$ cat config.mk
export PLATFORM = sky130hd
export DESIGN_NAME = slow_receiver2
export DESIGN_NICKNAME = d
export VERILOG_FILES = /design/src/rtl/slow_receiver2.sv
export SDC_FILE = /design/constraint.sdc
export NUM_CORES = 1
export LEC_CHECK = 0
export ABC_AREA = 1
export BUFFER_PORTS_ARGS = -buffer_cell sky130_fd_sc_hd__clkbuf_2
export CAP_MARGIN = 20
export CORE_MARGIN = 8
export CORE_UTILIZATION = 48
export CTS_CLUSTER_DIAMETER = 100
export DETAILED_ROUTE_END_ITERATION = 12
export GPL_TIMING_DRIVEN = 0
export PLACE_DENSITY = 0.76
export SLEW_MARGIN = 30
export SYNTH_ARGS = -nofsm -noshare
export SYNTH_HDL_FRONTEND = slang
export SYNTH_SLANG_ARGS = --single-unit
export TNS_END_PERCENT = 10
$ cat constraint.sdc
create_clock -name clk -period 3.52 [get_ports clk]
set_input_delay 0.704 -clock clk [delete_from_list [all_inputs] [get_ports clk]]
set_output_delay 0.704 -clock clk [all_outputs]
set_load 0.02 [all_outputs]
$ cat src/rtl/slow_receiver2.sv
// SlowLink2 serial frame receiver: oversamples the line, checks even parity and the
// stop bit, and publishes each good payload with a one-cycle valid strobe.
module slow_receiver2 #(
   parameter int BIT_DIV   = 5,
   parameter int PAYLOAD_W = 128
) (
   input  logic                 clk,
   input  logic                 reset,
   input  logic                 serial_i,
   output logic [PAYLOAD_W-1:0] payload_o,
   output logic                 valid_o,
   output logic                 parity_err_o,
   output logic                 frame_err_o,
   output logic [15:0]          err_count_o,
   output logic                 idle_o
);
   localparam int CW = (BIT_DIV > 2) ? $clog2(BIT_DIV) : 1;
   localparam int IW = (PAYLOAD_W > 2) ? $clog2(PAYLOAD_W) : 1;
   localparam logic [CW-1:0] CNT_BIT  = CW'(BIT_DIV - 1);
   localparam logic [CW-1:0] CNT_HALF = CW'(BIT_DIV / 2 - 1);
   localparam logic [IW-1:0] IDX_LAST = IW'(PAYLOAD_W - 1);

   typedef enum logic [2:0] {S_IDLE, S_START, S_DATA, S_PARITY, S_STOP, S_BREAK} state_t;

   state_t               state;
   logic                 sync1, rx_s, rx_d;
   logic [CW-1:0]        cnt;
   logic [IW-1:0]        idx;
   logic [PAYLOAD_W-1:0] shreg;
   logic                 par_ok;

   // Presetting to 1 keeps a line that is idle at reset release from looking like a start edge.
   always_ff @(posedge clk or negedge reset) begin
      if (!reset) begin
         sync1 <= 1'b1;
         rx_s  <= 1'b1;
         rx_d  <= 1'b1;
      end else begin
         sync1 <= serial_i;
         rx_s  <= sync1;
         rx_d  <= rx_s;
      end
   end

   always_ff @(posedge clk or negedge reset) begin
      if (!reset) begin
         state        <= S_IDLE;
         cnt          <= '0;
         idx          <= '0;
         shreg        <= '0;
         par_ok       <= 1'b0;
         payload_o    <= '0;
         valid_o      <= 1'b0;
         parity_err_o <= 1'b0;
         frame_err_o  <= 1'b0;
         err_count_o  <= '0;
      end else begin
         valid_o      <= 1'b0;
         parity_err_o <= 1'b0;
         frame_err_o  <= 1'b0;
         case (state)
            S_IDLE: begin
               if (rx_d && !rx_s) begin
                  state <= S_START;
                  cnt   <= CNT_HALF;
               end
            end
            S_START: begin
               if (cnt != '0) cnt <= cnt - 1'b1;
               else if (!rx_s) begin
                  state <= S_DATA;
                  cnt   <= CNT_BIT;
                  idx   <= '0;
               end else state <= S_IDLE;
            end
            S_DATA: begin
               if (cnt != '0) cnt <= cnt - 1'b1;
               else begin
                  shreg <= {shreg[PAYLOAD_W-2:0], rx_s};
                  cnt   <= CNT_BIT;
                  idx   <= idx + 1'b1;
                  if (idx == IDX_LAST) state <= S_PARITY;
               end
            end
            S_PARITY: begin
               if (cnt != '0) cnt <= cnt - 1'b1;
               else begin
                  par_ok <= ((^shreg) ^ rx_s) == 1'b0;
                  cnt    <= CNT_BIT;
                  state  <= S_STOP;
               end
            end
            S_STOP: begin
               if (cnt != '0) cnt <= cnt - 1'b1;
               else if (!rx_s) begin
                  frame_err_o <= 1'b1;
                  state       <= S_BREAK;
                  if (err_count_o != 16'hFFFF) err_count_o <= err_count_o + 1'b1;
               end else if (!par_ok) begin
                  parity_err_o <= 1'b1;
                  state        <= S_IDLE;
                  if (err_count_o != 16'hFFFF) err_count_o <= err_count_o + 1'b1;
               end else begin
                  payload_o <= shreg;
                  valid_o   <= 1'b1;
                  state     <= S_IDLE;
               end
            end
            // A stuck-low line must go high before another start edge can be seen.
            S_BREAK: if (rx_s) state <= S_IDLE;
            default: state <= S_IDLE;
         endcase
      end
   end

   assign idle_o = (state == S_IDLE);

endmodule
==> tab_implementation.tex <==
\begin{tabular}{lr}
\hline
Metric & Value \\
\hline
\multicolumn{2}{l}{\textbf{Outcome}} \\
Result of the run & complete, no violations \\
\multicolumn{2}{l}{\textbf{Placed design}} \\
DPL Wire Length & around 24000 µm \\
GPL Wtd Cong & 0.876 \\
Inst Count DP & 2389 \\
Count of buffers inserted at the top-level ports & 150 \\
\multicolumn{2}{l}{\textbf{Synthesis}} \\
Yosys reg bits & $\sim$290 \\
Average cell area after synthesis & 7.52 µm² \\
Post-Syn Area & about 14000 µm² \\
Post-Synthesis Cells & 1852 \\
Total nets after synthesis & 1859 \\
Async S/R FF share, synth & 1.00 \\
Sequential share of the synthesized area & 0.525 \\
EDFF count, synth & 0 \\
Synth Warn \# & 0 \\
Cell variety after synth & 29 \\
Main synth FF type & dfrtp\_1 \\
\multicolumn{2}{l}{\textbf{STA}} \\
Clock Skew & 17.0 ps \\
Final Critical Period & 2680 ps \\
Headroom to the max-slew limit & 0.342 \\
Slew of the pin with the lowest slew margin & 987 ps \\
Number of hold violations in the final report & 0 \\
Final setup violation count & 0 \\
Final worst-path cycle share & 0.761 \\
Final slew viol count & 0 \\
Fmax achieved & 373 MHz \\
Unrepaired setup endpoints after global routing & no \\
\multicolumn{2}{l}{\textbf{Worst setup path}} \\
Depth of the worst register-to-register path & 11 \\
Crit path DAT & 3150 ps \\
Required time of the critical path & 3990 ps \\
Critical Setup Path Class & flop to flop \\
Startpoint Class & flop \\
Sort of element at the end of the critical path & flop \\
Startpoint of the worst register-to-register path & cnt[0]\$\_DFFE\_PN0P\_ \\
Largest fanout on the critical path & 10 \\
Critical path startpoint & cnt[0]\$\_DFFE\_PN0P\_ \\
\multicolumn{2}{l}{\textbf{Clock network}} \\
CTS resizes & 0 \\
Cts hold-fix bufs & 0 \\
TritonCTS clock tree & built \\
\# clock sinks & a little under 300 \\
Clock insertion delay at the later pin of the skew report & around 560 ps \\
Root buf cell & clkbuf\_16 \\
Maximum number of buffers from clock root to sink & 3 \\
CTS H-tree depth & 1 \\
Clock edge transition at the registers on the reported setup and hold paths & $\sim$60 ps \\
Clock buffers created by TritonCTS & 31 \\
Post-CTS setup repair buffer count & 0 \\
\multicolumn{2}{l}{\textbf{Layout}} \\
Filler Cell Count & between 2000 and 3000 \\
Number of antenna cells inserted & 0 \\
Area of the multi-input gates & 5740 µm² \\
Total number of nets in the final design & 2045 \\
Synthesis-to-finish area growth & 17.4\% \\
Register area & 7310 µm² \\
Post-route insts no fill & about 2400 \\
Share of post-route cells with drive strength above 1 & 0.109 \\
Util after Layout & 0.571 \\
\multicolumn{2}{l}{\textbf{Floorplan}} \\
Number of ports placed on the die boundary & 151 \\
Core Area & approximately 29000 µm² \\
Die boundary width & 186 µm \\
Chip Height & about 190 µm \\
Number of cell rows & 62 \\
Overall die area & 34700 µm² \\
Initial Utilization & 0.486 \\
\multicolumn{2}{l}{\textbf{Pwr}} \\
P per Cell Area & 481 nW/µm² \\
Standby leakage power & 8.44 nW \\
Peak supply drop & 0.000334 V \\
\multicolumn{2}{l}{\textbf{GRT}} \\
GRT Total Usage & 0.196 \\
Antenna violations before repair & 0 \\
Via count of the first global-routing pass & 11900 \\
First-pass GRT wire length & 56800 µm \\
Maximum number of pins on one net before global-route repair & 84 \\
Total congestion overflow after global routing & 0 \\
\multicolumn{2}{l}{\textbf{Routing}} \\
Iteration-0 DRC Markers & 758 \\
Remaining antenna violation count after routing & 0 \\
Post-route DRC & 0 \\
Vias/cell & between 5 and 6 \\
Drt pass-1 iters & 5 \\
Routed vias & $\sim$12000 \\
Routed len/inst & 13.8 µm \\
Post-Route WL & around 34000 µm \\
\multicolumn{2}{l}{\textbf{Hold path}} \\
Hold WC Path Type & input pin to asynchronous set/reset pin \\
\multicolumn{2}{l}{\textbf{Flow run}} \\
Number of maximum-capacitance violations & 0 \\
\hline
\end{tabular}
## kinds of logic (layout without fill, tap and decap cells)
group                    after synthesis  in the layout  share of synthesized area
XOR/XNOR                              47             47                     0.0296
AND/OR/NAND/NOR                      998            998                      0.277
flip-flops                           292            292                      0.525
adder cells (fa/ha/maj)                4              4                    0.00360
AO/OA/AOI/OAI                        280            280                      0.102
buffers and inverters                231            442                     0.0623
## placed cells by master (no fill, tap or decap), types with 2 or more instances in the layout
cell        Yosys  routed
a21oi_1         8       8
buf_1           2       2
buf_16          0       3
bufinv_16       0       5
clkbuf_1       54      57
clkbuf_16       0      31
clkbuf_2        0     149
clkbuf_8        0       6
clkinv_2        0       7
clkinvlp_4      0       4
dfrtp_1       289     289
dfstp_2         3       3
ha_1            4       4
inv_1         171     171
inv_2           4       4
inv_6           0       2
nand2_1       920     920
nand3_1        28      28
nand4_1         4       4
nor2_1         32      32
nor2_2          3       3
nor2_4          2       2
nor3_1          5       5
o21ai_0       265     265
xnor2_1        24      24
xor2_1         23      23
## where the power goes
part | internal (mW) | switching, mW
Combinational | 0.244 | 0.626
Sequential | 3.44 | 0.0761
Clock | 2.09 | 1.39
Total | 5.77 | 2.09
## layer usage
layer / share of wire / GRT usage / up-vias / wire length, µm
met5: 0 / 0 / - / 0
li1: - / - / 6122 / -
met4: 0.017 / 0.0495 / 0 / 579
met3: 0.058 / 0.0334 / 46 / 1970
met2: 0.48 / 0.334 / 288 / 16100
met1: 0.45 / 0.258 / 5787 / 15200
## sequential cells by signal, summed over array words and instances (netlist names)
signal and flops:
cnt 3, sync1 1, par_ok 1, shreg 128
valid_o 1, rx_s 1, payload_o 128, frame_err_o 1
state 3, parity_err_o 1, err_count_o 16, rx_d 1
idx 7
## stage by stage
step	worst slack [ps]	power, mW	hold slack [ps]	TNS [ps]	cell area (µm²)
after floorplan	1640	4.14	345	0	13900
after CTS	801	7.96	116	0	16300
after global routing	542	8.22	145	0	16300
final	842	7.86	119	0	16300
after detailed placement	822	4.44	347	0	15200
after global placement	-4350	4.40	346	-1252970	15200
## path summary, 6_finish.rpt
kind	endpoint	slack, ps
hold reg to reg	rx_s$_DFF_PN1_	360
setup reg to reg	payload_o[26]$_DFFE_PN0P_	840
hold / removal	shreg[84]$_DFFE_PN0P_	120
max in group asynchronous	rx_d$_DFF_PN1_	2550
setup / recovery	payload_o[26]$_DFFE_PN0P_	840
min in group clk	sync1$_DFF_PN1_	230
## cell usage after synthesis (2+ instances only)
| master | number | area share |
|---|---|---|
| a21oi_1 | 8 | 0.0029 |
| buf_1 | 2 | 0.00054 |
| clkbuf_1 | 54 | 0.015 |
| dfrtp_1 | 289 | 0.52 |
| dfstp_2 | 3 | 0.0057 |
| ha_1 | 4 | 0.0036 |
| inv_1 | 171 | 0.046 |
| inv_2 | 4 | 0.0011 |
| nand2_1 | 920 | 0.25 |
| nand3_1 | 28 | 0.010 |
| nand4_1 | 4 | 0.0018 |
| nor2_1 | 32 | 0.0086 |
| nor2_2 | 3 | 0.0013 |
| nor2_4 | 2 | 0.0016 |
| nor3_1 | 5 | 0.0018 |
| o21ai_0 | 265 | 0.095 |
| xnor2_1 | 24 | 0.015 |
| xor2_1 | 23 | 0.014 |
## worst max-delay path: stages, from the launching register on
cell and delay [ps]:
dfrtp_1 350, inv_1 80, ha_1 200, nand2_1 160, nor2_2 70, inv_2 90, nor2_1 80, inv_1 130
clkbuf_1 760, clkbuf_1 490, nand2_1 80, o21ai_0 100
## cell type report
| cell class | instances | share of cell area |
|---|---|---|
| multi-input cells | 1329 | 0.351 |
| well taps | 384 | 0.0294 |
| plain buffers | 56 | 0.0129 |
| clock buffers | 39 | 0.0524 |
| clock inverters | 19 | 0.0148 |
| repair buffers | 153 | 0.0515 |
| flip-flops and latches | 292 | 0.447 |
| inverters | 175 | 0.0402 |
Power figures use the tool's default switching activity.
